<file path="config.mk">
export PLATFORM = sky130hd
export DESIGN_NAME = tdc_acq_controller
export DESIGN_NICKNAME = d
export VERILOG_FILES = /design/src/rtl/tdc_acq_controller.sv
export SDC_FILE = /design/constraint.sdc
export NUM_CORES = 1
export LEC_CHECK = 0
export BUFFER_PORTS_ARGS = -buffer_cell sky130_fd_sc_hd__buf_2
export CAP_MARGIN = 20
export CORE_ASPECT_RATIO = 1.5
export CORE_MARGIN = 5
export CORE_UTILIZATION = 40
export CTS_CLUSTER_DIAMETER = 50
export DETAILED_ROUTE_END_ITERATION = 7
export SLEW_MARGIN = 20
export SYNTH_ARGS = -nofsm -noshare
export SYNTH_HDL_FRONTEND = slang
export SYNTH_SLANG_ARGS = --single-unit
</file>
<file path="constraint.sdc">
create_clock -name clk -period 3.7 [get_ports clk]
set_clock_uncertainty 0.15 [all_clocks]
set_input_delay 0.74 -clock clk [delete_from_list [all_inputs] [get_ports clk]]
set_output_delay 0.74 -clock clk [all_outputs]
set_load 0.01 [all_outputs]
</file>
<file path="src/rtl/tdc_acq_controller.sv">
// TDC acquisition-window controller: runs one gated counting window per request and holds the result until it is taken.
// Optional macro ACCIDENTAL_CORR_EN adds an offset-gate accidental-coincidence counter (acc_cnt, ACC_OFFSET).
module tdc_acq_controller #(
   parameter int CNT_W = 16,
   parameter int WIN_W = 24
`ifdef ACCIDENTAL_CORR_EN
   ,
   parameter int ACC_OFFSET = 32
`endif
) (
   input  logic             clk,
   input  logic             rst,
   input  logic             acq_start,
   input  logic             acq_abort,
   input  logic [WIN_W-1:0] acq_len,
   input  logic [6:0]       gate_lo,
   input  logic [6:0]       gate_hi,
   input  logic             data_arrived,
   input  logic [6:0]       interval,
   output logic             tdc_en,
   output logic             busy,
   output logic             res_valid,
   input  logic             res_ready,
   output logic [CNT_W-1:0] event_cnt,
   output logic [CNT_W-1:0] coinc_cnt,
`ifdef ACCIDENTAL_CORR_EN
   output logic [CNT_W-1:0] acc_cnt,
`endif
   output logic             overflow,
   output logic             aborted
);

   typedef enum logic [1:0] {
      IDLE    = 2'd0,
      ACQUIRE = 2'd1,
      DRAIN   = 2'd2,
      REPORT  = 2'd3
   } state_t;

   state_t           state_q, state_d;
   logic [WIN_W-1:0] win_q, win_d;
   logic [6:0]       gate_lo_q, gate_lo_d;
   logic [6:0]       gate_hi_q, gate_hi_d;
   logic [CNT_W-1:0] event_q, event_d;
   logic [CNT_W-1:0] coinc_q, coinc_d;
   logic             overflow_q, overflow_d;
   logic             aborted_q, aborted_d;
   logic             tdc_en_q, tdc_en_d;
   logic             busy_q, busy_d;
   logic             res_valid_q, res_valid_d;
   logic             counting;
   logic             in_gate;
`ifdef ACCIDENTAL_CORR_EN
   logic [CNT_W-1:0] acc_q, acc_d;
   logic [7:0]       acc_lo, acc_hi, interval_w;
   logic             in_acc;
`endif

   function automatic logic [CNT_W-1:0] sat_inc(input logic [CNT_W-1:0] v);
      return (&v) ? v : v + CNT_W'(1);
   endfunction

   function automatic logic sat_hit(input logic [CNT_W-1:0] v);
      return &v;
   endfunction

   assign counting = data_arrived && (state_q == ACQUIRE || state_q == DRAIN);
   assign in_gate  = (interval >= gate_lo_q) && (interval <= gate_hi_q);

`ifdef ACCIDENTAL_CORR_EN
   // 8-bit compare so an offset gate past 127 does not wrap back into range
   assign acc_lo     = {1'b0, gate_lo_q} + 8'(ACC_OFFSET);
   assign acc_hi     = {1'b0, gate_hi_q} + 8'(ACC_OFFSET);
   assign interval_w = {1'b0, interval};
   assign in_acc     = (interval_w >= acc_lo) && (interval_w <= acc_hi);
`endif

   always_comb begin
      state_d    = state_q;
      win_d      = win_q;
      gate_lo_d  = gate_lo_q;
      gate_hi_d  = gate_hi_q;
      event_d    = event_q;
      coinc_d    = coinc_q;
      overflow_d = overflow_q;
      aborted_d  = aborted_q;
`ifdef ACCIDENTAL_CORR_EN
      acc_d      = acc_q;
`endif

      unique case (state_q)
         IDLE: begin
            if (acq_start) begin
               gate_lo_d  = gate_lo;
               gate_hi_d  = gate_hi;
               win_d      = acq_len;
               event_d    = '0;
               coinc_d    = '0;
               overflow_d = 1'b0;
               aborted_d  = 1'b0;
`ifdef ACCIDENTAL_CORR_EN
               acc_d      = '0;
`endif
               state_d    = (acq_len == '0) ? REPORT : ACQUIRE;
            end
         end
         ACQUIRE: begin
            // win_q holds the ACQUIRE cycles still to run, including this one
            if (acq_abort || win_q == WIN_W'(1)) begin
               aborted_d = aborted_q | acq_abort;
               win_d     = WIN_W'(1);
               state_d   = DRAIN;
            end else begin
               win_d = win_q - WIN_W'(1);
            end
         end
         DRAIN: begin
            if (acq_abort || win_q == '0) begin
               aborted_d = aborted_q | acq_abort;
               state_d   = REPORT;
            end else begin
               win_d = win_q - WIN_W'(1);
            end
         end
         REPORT: begin
            if (res_ready) state_d = IDLE;
         end
         default: state_d = IDLE;
      endcase

      if (counting) begin
         event_d    = sat_inc(event_q);
         overflow_d = overflow_d | sat_hit(event_q);
         if (in_gate) begin
            coinc_d    = sat_inc(coinc_q);
            overflow_d = overflow_d | sat_hit(coinc_q);
         end
`ifdef ACCIDENTAL_CORR_EN
         if (in_acc) begin
            acc_d      = sat_inc(acc_q);
            overflow_d = overflow_d | sat_hit(acc_q);
         end
`endif
      end

      tdc_en_d    = (state_d == ACQUIRE);
      busy_d      = (state_d != IDLE);
      res_valid_d = (state_d == REPORT);
   end

   always_ff @(posedge clk) begin
      if (rst) begin
         state_q     <= IDLE;
         win_q       <= '0;
         event_q     <= '0;
         coinc_q     <= '0;
         overflow_q  <= 1'b0;
         aborted_q   <= 1'b0;
         tdc_en_q    <= 1'b0;
         busy_q      <= 1'b0;
         res_valid_q <= 1'b0;
`ifdef ACCIDENTAL_CORR_EN
         acc_q       <= '0;
`endif
      end else begin
         state_q     <= state_d;
         win_q       <= win_d;
         event_q     <= event_d;
         coinc_q     <= coinc_d;
         overflow_q  <= overflow_d;
         aborted_q   <= aborted_d;
         tdc_en_q    <= tdc_en_d;
         busy_q      <= busy_d;
         res_valid_q <= res_valid_d;
`ifdef ACCIDENTAL_CORR_EN
         acc_q       <= acc_d;
`endif
      end
      gate_lo_q <= gate_lo_d;
      gate_hi_q <= gate_hi_d;
   end

   assign tdc_en    = tdc_en_q;
   assign busy      = busy_q;
   assign res_valid = res_valid_q;
   assign event_cnt = event_q;
   assign coinc_cnt = coinc_q;
   assign overflow  = overflow_q;
   assign aborted   = aborted_q;
`ifdef ACCIDENTAL_CORR_EN
   assign acc_cnt   = acc_q;
`endif

endmodule
</file>
==> impl_metrics.toml <==
[die]
dieHeight_microns = 140
die_area_sq_um = 13500
rows = 47
die_width_microns = 96.5
initial_core_util = 0.408
ioPinCount = 88
coreArea_sq_um = 11000

[critical_path]
critPathBufInv = 0
r2r_end = "win_q[1]"
rr_worst_depth = 6
cp.arrival_ns = 3.32
reg2reg_slack_ns = 0.43
critPathKind = "reg -> reg"
reg2reg_from = "win_q[2]"
slowest_delay_ns = 0.60
crit_path_end_kind = "flop"
path_cells = "or4_1 > or4_4 > o31a_1 > and2_1 > a221oi_1 > a211oi_1"
crit_family = "simple AND/OR/NAND/NOR gates"
required_ns = 3.75
start_kind = "flop"
crit_path_top_delay_cell = "or4_1"
path_max_fanout = 24

[sta]
setup_viol = 0
tns_ns = 0
fmax_mhz = 306
worstMarginPinSlew_ns = 1.07
fin_ws_ns = 0.431
finalCritPeriodShare = 0.884
period_minus_slack_ns = 3.27
hold_viol = 0
slew_viol_final = 0
slew_headroom = 0.285
rsz0062_at_grt = "no"

[cells_and_area]
antenna_cells = 0
final_layout_size_suffix_gt1_frac = 0.201
final_net_count = 696
syn_to_final_growth_pct = 19.1
final_area_sq_um = 5340

[drt]
post-route-drc-count = 0
final_antenna_net_count = 0
avgViaCountPerCell = 5.84
wl_per_cell_microns = 17.4
dr_total_vias = 4526
drtIter0Drc = 218
wirelength_microns = 13500
drt-pass1-iter-count = 5

[synthesis]
synthXorXnorAreaFrac = 0.0215
synth.area.top_cells = "dfxtp_1, edfxtp_1, ha_1"
ys_seq_area_frac = 0.375
ys_warn_count = 0
async_flop_share = 0
synth_edf_count = 14
synth-compound-area-share = 0.208
syn-cell-area_sq_um = 4490
synth_top_cell_by_area = "dfxtp_1"
synthMuxAreaShare = 0
synthFlopType = "dfxtp_1"
synthTopCellsByCount = "dfxtp_1, nor2_1, nand2_1, a21oi_1, inv_1"
synthAdderAreaFrac = 0.0613
synth_most_common_cell = "dfxtp_1"
avgSynthCellArea_sq_um = 8.28
synth-seq-cells = 77
yosysTopAreaCellShare = 0.281
synth_cell_types = 61
syn_nets = 615
netlist_instances = 542
yosys.area_share.simple = 0.277
synth_top_family_by_area = "simple AND/OR/NAND/NOR gates"

[global_routing]
met1_usage = 0.225
grt_max_degree = 43
top_usage_layer = "met2"
antenna_found_initial = 0
grt_pass1_wl_microns = 21500
grtUsageMet3 = 0.0475
grt_util_met2 = 0.356
grt_usage = 0.203
first_global_vias = 4444
grt-ovfl-total = 0

[clocking]
cts_made_buffers = 9
insertion_delay_ns = 0.34
cts_tree = "yes"
htreeDepth = 3
postCtsSetupRepairBufs = 0
clockBufferDepth = 2
clkSinkCount = 77
holdBufCountCts = 0
path_clk_slew_ns = 0.06
post_cts_resized = 0
cts_root_buf = "clkbuf_16"

[power_and_ir_drop]
irDropWorstVdd_v = 0.000388
powerDensity_nw_per_um2 = 745
fin_total_pwr_mw = 3.98
power.leakage_nw = 2.12

[place]
place_area_sq_um = 5060
port-buffer-count = 87
place_congestion = 0.886
hpwl_microns = 9960
pre_cts_ws_ns = 0.519

[worst_hold_path]
hp-class = "reg -> reg"
holdPathEnd = "win_q[20]"
min-delay-start = "win_q[20]"
worstHoldPathCells = 2

[run_status]
status = "complete, no violations"

[flow_run]
max-cap-violations = 0
## through the flow
step,instances,hold slack [ns],utilization
floorplan,542,0.297,-
global placement,759,0.317,0.460
detailed placement,759,0.328,0.460
CTS,775,0.336,0.486
global route,775,0.354,0.486
finish,775,0.331,0.486
## metal layers
layer | wire, microns | vias to the layer above
li1 | - | 2188
met1 | 5280 | 2145
met2 | 6800 | 159
met3 | 909 | 34
met4 | 484 | 0
met5 | 0 | -
## worst register-to-register path: cells and delay by family, from the launching register on
kind	cells	cell delay, ns
AOI/OAI and AO/OA	3	0.94
and+or+nand+nor	3	1.69
DFF	1	0.35
## cells by family after synthesis
family,Yosys count
fa+ha+maj,22
compound gates,130
xor+xnor,11
flops,77
simple gates,238
buf+inv,64
## worst max-delay path by stage
| stage | cells past startpoint | end | startpoint |
|---|---|---|---|
| 3_3_place_gp | 7 | win_q[15] | win_q[0] |
| 2_1_floorplan | 9 | coinc_cnt[2] | interval[5] |
| 3_5_place_dp | 7 | win_q[12] | win_q[0] |
| 5_1_grt | 7 | win_q[4] | win_q[0] |
| 6_report | 6 | win_q[1] | win_q[2] |
| 4_1_cts | 7 | win_q[12] | win_q[0] |
## layout by cell type (no fill, tap or decap), types with 10 or more instances in the layout
master,instances
nor3_1,28
nand2_1,44
a21oi_1,40
nor4_1,12
edfxtp_1,14
buf_2,87
nand4_1,13
a31oi_1,11
or3_1,15
dfxtp_1,63
nand3_1,31
o32ai_1,10
o21ai_0,13
ha_1,22
nor2_1,45
and3_1,12
inv_1,36
## power by group
group	total, mW	switching [mW]	leakage, nW	internal, mW
clock	0.865	0.343	0.133	0.522
sequential	1.18	0.139	0.647	1.04
combinational	1.93	1.26	1.34	0.670
## state kept, by name, indices dropped and copies added (netlist names)
signal	cells
gate_lo_q	7
overflow	1
coinc_cnt	16
gate_hi_q	7
busy	1
res_valid	1
event_cnt	16
tdc_en	1
aborted	1
win_q	24
state_q	2
## cell type report
cell class	count	area [sq um]
Timing Repair Buffer	96	503
Multi-Input combinational cell	401	2550
Fill cell	1123	5650
Tap cell	147	184
Inverter	38	143
Sequential cell	77	1680
Clock inverter	4	50.0
Clock buffer	12	236
Note: power is estimated with default switching activity, not from simulation.
